==> src/rtl/dac7611_arbiter_if.sv <==
// Request/grant bundle and DAC7611 pin group shared by dac7611_arbiter and its client.
interface dac7611_arbiter_if #(
    parameter int NREQ = 4
);
    logic [NREQ-1:0]    req;
    logic [NREQ*12-1:0] data;
    logic [NREQ-1:0]    gnt;
    logic               clr_req;
    logic               busy;
    logic               done;
    logic [2:0]         done_id;
    logic               dac_cs_n;
    logic               dac_clk;
    logic               dac_sdi;
    logic               dac_ld_n;
    logic               dac_clr_n;

    modport master (
        output req, data, clr_req,
        input  gnt, busy, done, done_id,
        input  dac_cs_n, dac_clk, dac_sdi, dac_ld_n, dac_clr_n
    );

    modport slave (
        input  req, data, clr_req,
        output gnt, busy, done, done_id,
        output dac_cs_n, dac_clk, dac_sdi, dac_ld_n, dac_clr_n
    );
endinterface

==> src/rtl/dac7611_arbiter.sv <==
// Round-robin arbiter sharing one DAC7611 serial DAC among NREQ requesters.
// Define DAC7611_CLR_EN to build the clr_req / CLEAR pulse support.
module dac7611_arbiter #(
    parameter int NREQ    = 4,
    parameter int CLK_DIV = 2
) (
    input  logic             clk,
    input  logic             reset,
    dac7611_arbiter_if.slave bus
);
    localparam int IW = $clog2(NREQ);
    localparam int SW = IW + 1;
    localparam int CW = (CLK_DIV > 1) ? $clog2(CLK_DIV) : 1;
    localparam logic [CW-1:0] LAST = CW'(CLK_DIV - 1);

`ifdef DAC7611_CLR_EN
    typedef enum logic [2:0] {IDLE, SHIFT, CSHI, LOAD, CLEAR} state_t;
`else
    typedef enum logic [1:0] {IDLE, SHIFT, CSHI, LOAD} state_t;
`endif

    state_t          state, state_d;
    logic [CW-1:0]   cnt, cnt_d;
    logic [3:0]      bit_idx, bit_d;
    logic [11:0]     shreg, shreg_d;
    logic [IW-1:0]   ptr, ptr_d;
    logic [2:0]      cur, cur_d;
    logic [NREQ-1:0] gnt_q, gnt_d;
    logic            busy_q, busy_d;
    logic            done_q, done_d;
    logic [2:0]      done_id_q, done_id_d;
    logic            cs_n_q, cs_n_d;
    logic            dclk_q, dclk_d;
    logic            sdi_q, sdi_d;
    logic            ld_n_q, ld_n_d;

    logic [11:0]     codes [NREQ];
    logic            found;
    logic [IW-1:0]   sel;
    logic [SW-1:0]   rr_sum;
    logic [SW-1:0]   ptr_inc;

`ifdef DAC7611_CLR_EN
    logic            clr_pend, clr_pend_d;
    logic            clr_n_q, clr_n_d;
`else
    logic            unused_clr_req;
    assign unused_clr_req = bus.clr_req;
`endif

    always_comb begin
        for (int i = 0; i < NREQ; i++) codes[i] = bus.data[12*i +: 12];
    end

    // First set request at or after the pointer, wrapping modulo NREQ.
    always_comb begin
        found  = 1'b0;
        sel    = '0;
        rr_sum = '0;
        for (int k = 0; k < NREQ; k++) begin
            rr_sum = {1'b0, ptr} + SW'(k);
            if (rr_sum >= SW'(NREQ)) rr_sum = rr_sum - SW'(NREQ);
            if (!found && bus.req[rr_sum[IW-1:0]]) begin
                found = 1'b1;
                sel   = rr_sum[IW-1:0];
            end
        end
        ptr_inc = {1'b0, sel} + SW'(1);
        if (ptr_inc == SW'(NREQ)) ptr_inc = '0;
    end

    always_comb begin
        // NOTE: every target gets a default first so no path leaves it unassigned (no latches).
        state_d   = state;
        cnt_d     = cnt;
        bit_d     = bit_idx;
        shreg_d   = shreg;
        ptr_d     = ptr;
        cur_d     = cur;
        gnt_d     = '0;
        done_d    = 1'b0;
        done_id_d = done_id_q;
        cs_n_d    = cs_n_q;
        dclk_d    = dclk_q;
        sdi_d     = sdi_q;
        ld_n_d    = ld_n_q;
`ifdef DAC7611_CLR_EN
        clr_pend_d = clr_pend | bus.clr_req;
        clr_n_d    = clr_n_q;
`endif
        unique case (state)
            IDLE: begin
`ifdef DAC7611_CLR_EN
                if (clr_pend) begin
                    clr_n_d = 1'b0;
                    cnt_d   = '0;
                    state_d = CLEAR;
                end else
`endif
                if (found) begin
                    gnt_d[sel] = 1'b1;
                    shreg_d    = codes[sel];
                    sdi_d      = codes[sel][11];
                    cs_n_d     = 1'b0;
                    dclk_d     = 1'b0;
                    bit_d      = 4'd11;
                    cnt_d      = '0;
                    cur_d      = 3'(sel);
                    ptr_d      = ptr_inc[IW-1:0];
                    state_d    = SHIFT;
                end
            end
            SHIFT: begin
                if (cnt == LAST) begin
                    cnt_d = '0;
                    if (!dclk_q) begin
                        dclk_d = 1'b1;
                    end else if (bit_idx == 4'd0) begin
                        cs_n_d  = 1'b1;
                        state_d = CSHI;
                    end else begin
                        // Data only moves on the falling edge so it is stable at the DAC's rising edge.
                        dclk_d  = 1'b0;
                        bit_d   = bit_idx - 4'd1;
                        sdi_d   = shreg[10];
                        shreg_d = {shreg[10:0], 1'b0};
                    end
                end else begin
                    cnt_d = cnt + CW'(1);
                end
            end
            CSHI: begin
                if (cnt == LAST) begin
                    cnt_d   = '0;
                    ld_n_d  = 1'b0;
                    state_d = LOAD;
                end else begin
                    cnt_d = cnt + CW'(1);
                end
            end
            LOAD: begin
                if (cnt == LAST) begin
                    cnt_d     = '0;
                    ld_n_d    = 1'b1;
                    done_d    = 1'b1;
                    done_id_d = cur;
                    state_d   = IDLE;
                end else begin
                    cnt_d = cnt + CW'(1);
                end
            end
`ifdef DAC7611_CLR_EN
            CLEAR: begin
                if (cnt == LAST) begin
                    cnt_d      = '0;
                    clr_n_d    = 1'b1;
                    clr_pend_d = bus.clr_req;
                    state_d    = IDLE;
                end else begin
                    cnt_d = cnt + CW'(1);
                end
            end
`endif
            default: state_d = IDLE;
        endcase
        busy_d = (state_d != IDLE);
    end

    always_ff @(posedge clk or negedge reset) begin
        if (!reset) begin
            state     <= IDLE;
            cnt       <= '0;
            bit_idx   <= '0;
            shreg     <= '0;
            ptr       <= '0;
            cur       <= '0;
            gnt_q     <= '0;
            busy_q    <= 1'b0;
            done_q    <= 1'b0;
            done_id_q <= '0;
            cs_n_q    <= 1'b1;
            dclk_q    <= 1'b1;
            sdi_q     <= 1'b0;
            ld_n_q    <= 1'b1;
`ifdef DAC7611_CLR_EN
            clr_pend  <= 1'b0;
            clr_n_q   <= 1'b1;
`endif
        end else begin
            // NOTE: non-blocking assignments so every register samples pre-edge values.
            state     <= state_d;
            cnt       <= cnt_d;
            bit_idx   <= bit_d;
            shreg     <= shreg_d;
            ptr       <= ptr_d;
            cur       <= cur_d;
            gnt_q     <= gnt_d;
            busy_q    <= busy_d;
            done_q    <= done_d;
            done_id_q <= done_id_d;
            cs_n_q    <= cs_n_d;
            dclk_q    <= dclk_d;
            sdi_q     <= sdi_d;
            ld_n_q    <= ld_n_d;
`ifdef DAC7611_CLR_EN
            clr_pend  <= clr_pend_d;
            clr_n_q   <= clr_n_d;
`endif
        end
    end

    assign bus.gnt      = gnt_q;
    assign bus.busy     = busy_q;
    assign bus.done     = done_q;
    assign bus.done_id  = done_id_q;
    assign bus.dac_cs_n = cs_n_q;
    assign bus.dac_clk  = dclk_q;
    assign bus.dac_sdi  = sdi_q;
    assign bus.dac_ld_n = ld_n_q;
`ifdef DAC7611_CLR_EN
    assign bus.dac_clr_n = clr_n_q;
`else
    assign bus.dac_clr_n = 1'b1;
`endif
endmodule

==> src/flat_wrapper.sv <==
// flat-port wrapper written by rule: the top's interface ports become plain ports
module dac7611_arbiter_flat 
#(
    parameter int NREQ    = 4,
    parameter int CLK_DIV = 2
)
  (clk, reset, bus_req, bus_data, bus_clr_req, bus_gnt, bus_busy, bus_done, bus_done_id, bus_dac_cs_n, bus_dac_clk, bus_dac_sdi, bus_dac_ld_n, bus_dac_clr_n);
  dac7611_arbiter_if #(.NREQ(NREQ)) bus_i ();
  input  logic clk;
  input  logic reset;
  input wire logic [$bits(bus_i.req)-1:0] bus_req;
  input wire logic [$bits(bus_i.data)-1:0] bus_data;
  input wire logic [$bits(bus_i.clr_req)-1:0] bus_clr_req;
  output wire logic [$bits(bus_i.gnt)-1:0] bus_gnt;
  output wire logic [$bits(bus_i.busy)-1:0] bus_busy;
  output wire logic [$bits(bus_i.done)-1:0] bus_done;
  output wire logic [$bits(bus_i.done_id)-1:0] bus_done_id;
  output wire logic [$bits(bus_i.dac_cs_n)-1:0] bus_dac_cs_n;
  output wire logic [$bits(bus_i.dac_clk)-1:0] bus_dac_clk;
  output wire logic [$bits(bus_i.dac_sdi)-1:0] bus_dac_sdi;
  output wire logic [$bits(bus_i.dac_ld_n)-1:0] bus_dac_ld_n;
  output wire logic [$bits(bus_i.dac_clr_n)-1:0] bus_dac_clr_n;
  assign bus_i.req = bus_req;
  assign bus_i.data = bus_data;
  assign bus_i.clr_req = bus_clr_req;
  assign bus_gnt = bus_i.gnt;
  assign bus_busy = bus_i.busy;
  assign bus_done = bus_i.done;
  assign bus_done_id = bus_i.done_id;
  assign bus_dac_cs_n = bus_i.dac_cs_n;
  assign bus_dac_clk = bus_i.dac_clk;
  assign bus_dac_sdi = bus_i.dac_sdi;
  assign bus_dac_ld_n = bus_i.dac_ld_n;
  assign bus_dac_clr_n = bus_i.dac_clr_n;
  dac7611_arbiter #(.NREQ(NREQ), .CLK_DIV(CLK_DIV)) u_core (.clk(clk), .reset(reset), .bus(bus_i));
endmodule
==> config.mk <==
export PLATFORM = sky130hd
export DESIGN_NAME = dac7611_arbiter_flat
export DESIGN_NICKNAME = d
export VERILOG_FILES = /design/src/rtl/dac7611_arbiter_if.sv /design/src/rtl/dac7611_arbiter.sv /design/src/flat_wrapper.sv
export SDC_FILE = /design/constraint.sdc
export NUM_CORES = 1
export LEC_CHECK = 0
export ABC_AREA = 1
export ABC_CLOCK_PERIOD_IN_PS = 2700
export CORE_UTILIZATION = 30
export CTS_CLUSTER_DIAMETER = 50
export DETAILED_ROUTE_END_ITERATION = 10
export DONT_BUFFER_PORTS = 1
export MAX_ROUTING_LAYER = met4
export PLACE_DENSITY = 0.53
export REMOVE_ABC_BUFFERS = 1
export SLEW_MARGIN = 20
export SYNTH_ARGS = -nofsm -noshare
export SYNTH_HDL_FRONTEND = slang
export SYNTH_SLANG_ARGS = --single-unit
==> constraint.sdc <==
create_clock -name clk -period 2.7 [get_ports clk]
set_clock_uncertainty 0.2 [all_clocks]
set_input_delay 0 -clock clk [delete_from_list [all_inputs] [get_ports clk]]
set_output_delay 0 -clock clk [all_outputs]
set_load 0.01 [all_outputs]
==> metrics <==
synth top area cells=dfrtp_1 (32%), nand2_1 (18%), nand3_1 (13%); die area=8340 um^2; clk root buf=clkbuf_8; Final Cell Area=3080 um^2; Arr. time, crit path=2370 ps; worst hold stages=8; post-DR wirelength/cell=12.1 um; synthesized area=2390 um^2; WHS Endpoint=u_core.cnt; Min-Delay Path Class=input pin to register; Critical-path top delay cell=dfrtp_1; outcome=finished, final reports clean; FP Rows=32; Initial Util=0.310; Util after Layout=0.399; Core Area=7730 um^2; flops & latches, synth=34; final worst-path cycle share=0.886; RSZ-0062 raised after global routing=false; Yosys cell types=31; CTS H-Tree Depth=2; most common cell in the netlist=nand2_1; Fin. Hold Viols=0; peak supply drop=445 uV; total of max-cap violations=0; CTS sink count=34; DP Worst Slack=308 ps; worst-path cell chain=inv_2 > nand2_1 > nand2_1 > nand2_2 > nand2_2 > nor2_4 > nand2_2 > or2_4 > nand2_4 > nand2_4 > nand2_4 > nor2_1 > nand2_1 > nand2_1; Clock Latency Late Sink=290 ps; Final Setup Violations=0; CP Capture Type=register; CP max stage delay=550 ps; Fmax=418 MHz; via count=2338; minimum clock period=2390 ps; Routed Antenna Nets=0; Worst Setup Path Type=register to register; met2 GRT Util=0.258; most frequent CP cell=nand2_1; largest net degree at the start of global routing=33; ys async rst share=1.00; final wirelength=6280 um; Worst R2R Path Depth=14; GR Util met3=0.0260; largest area contributor in the netlist=dfrtp_1; GRT Util Overall=0.164; critical path startpoint category=register; Die Wd=91.3 um; vias in the first global route=2223; Post-Layout Cell Count=520; EDFF count, synth=0; Pwr Total=3.72 mW; Setup TNS=0 ps; initial antenna violation count=0; Slew Viols, Final=0; Ports=69; Max-Slew Margin vs Limit=0.492; CTS clk-pin slew, worst paths=80 ps; router iterations before antenna repair=4; CTS tree=built; Final WS setup=308 ps; Synth Area per Inst=6.45 um^2; Placed Instances=461; YS warnings=0; drt via density=4.50; DR iter-0 viols=152; first-pass GRT wire length=10500 um; WP data required=2680 ps; Area after DPL=2450 um^2; worst hold start=bus_req[1]; busiest grt layer=met2; Post-synth top cells=nand2_1 (113), nand3_1 (64), inv_1 (62), nor2_1 (38), dfrtp_1 (31); layout net count=475; clock buffer depth=2; RR Startpoint=u_core.ptr[0]; Reg-to-Reg End=u_core.shreg[5]; layout cells sized above 1=0.0885; CTS buffer count=5; chip height=91.3 um; Least-Margin Pin Slew=761 ps; met1 Usage GRT=0.214; I/O Buffers=0; post-synthesis sequential area ratio=0.357; Diodes inserted=0; hold_ws=43.8 ps; area fraction of the dominant cell type after synthesis=0.324; post-DP HPWL=3820 um; pwr dens=1210 nW/um^2; GR Overflow Total=0; R2R Setup Slk=310 ps; DRC=0; gpl congestion=0.867; Most used DFF post-synth=dfrtp_1; Area Overhead vs Synth=28.8%; Leak=1.65 nW; post-synthesis cell count=371; critical path fanouts, max=32
[flip-flops by register name, indices dropped and copies added (netlist names)]
register,flops
u_core.cnt,1
u_core.bus.dac_clk,1
u_core.bus.done,1
u_core.cur,2
u_core.state,2
u_core.ptr,2
u_core.bus.busy,1
u_core.bus.dac_sdi,1
u_core.bit_idx,4
u_core.bus.dac_ld_n,1
u_core.shreg,11
u_core.bus.dac_cs_n,1
u_core.bus.done_id,2
u_core.bus.gnt,4
[cell type report]
cell class              count  area (um^2)
fillers                   811         4650
multi-input cells         256         1190
flip-flops and latches     34          855
repair buffers             55          573
inverters                  65          244
well taps                 102          128
clock buffers               6         82.6
clock inverters             2         12.5
[power breakdown]
part           switching [mW]  internal, mW  leakage, nW  total [mW]
clock                   0.198         0.205       0.0472       0.403
sequential              0.191         0.753        0.419       0.943
combinational            1.54         0.839         1.19        2.37
[worst max-delay path by stage]
stage / startpoint / end / slack, ps / cells past startpoint
after floorplan: u_core.ptr[0] / u_core.ptr[1] / 140 / 11
after global placement: u_core.ptr[0] / u_core.shreg[5] / 330 / 14
after detailed placement: u_core.ptr[0] / u_core.ptr[1] / 310 / 13
after CTS: u_core.ptr[0] / u_core.shreg[5] / 290 / 14
after global routing: u_core.ptr[0] / u_core.shreg[5] / 30 / 14
final: u_core.ptr[0] / u_core.shreg[5] / 310 / 14
[kinds of logic (layout without fill, tap and decap cells)]
family / Yosys count / after routing / share of synthesized area
xor+xnor: 2 / 2 / 0.00732
simple gates: 231 / 231 / 0.425
buf+inv: 81 / 128 / 0.147
fa+ha+maj: 3 / 3 / 0.0157
flops: 34 / 34 / 0.357
other cells: 2 / 2 / 0.00314
compound gates: 18 / 18 / 0.0445
[worst max-delay path, delay by kind of cell (launching register included)]
kind	cells	cell delay [ps]
flops	1	550
simple gates	13	1370
buf+inv	1	140
[placed cells by master, fill, tap and decap left out, drive strengths merged, types with 6 or more instances in the layout]
cell type	n
o21ai	10
dlygate4sd3	49
nor2	40
nand2	123
dfrtp	31
nand3	66
clkbuf	6
inv	65
buf	6
[routing by layer]
layer	wire length [um]	vias up
met5	0	-
met4	143	0
met3	213	13
met2	2880	56
met1	3040	1050
li1	-	1219
[timing repair]
item	4_1_cts	5_1_grt
resized for setup	0	0
buffers inserted	0	0
hold endpoints to repair	46	0
hold buffers	51	0
endpoints found under the setup margin	0	0
Power figures use the tool's default switching activity.
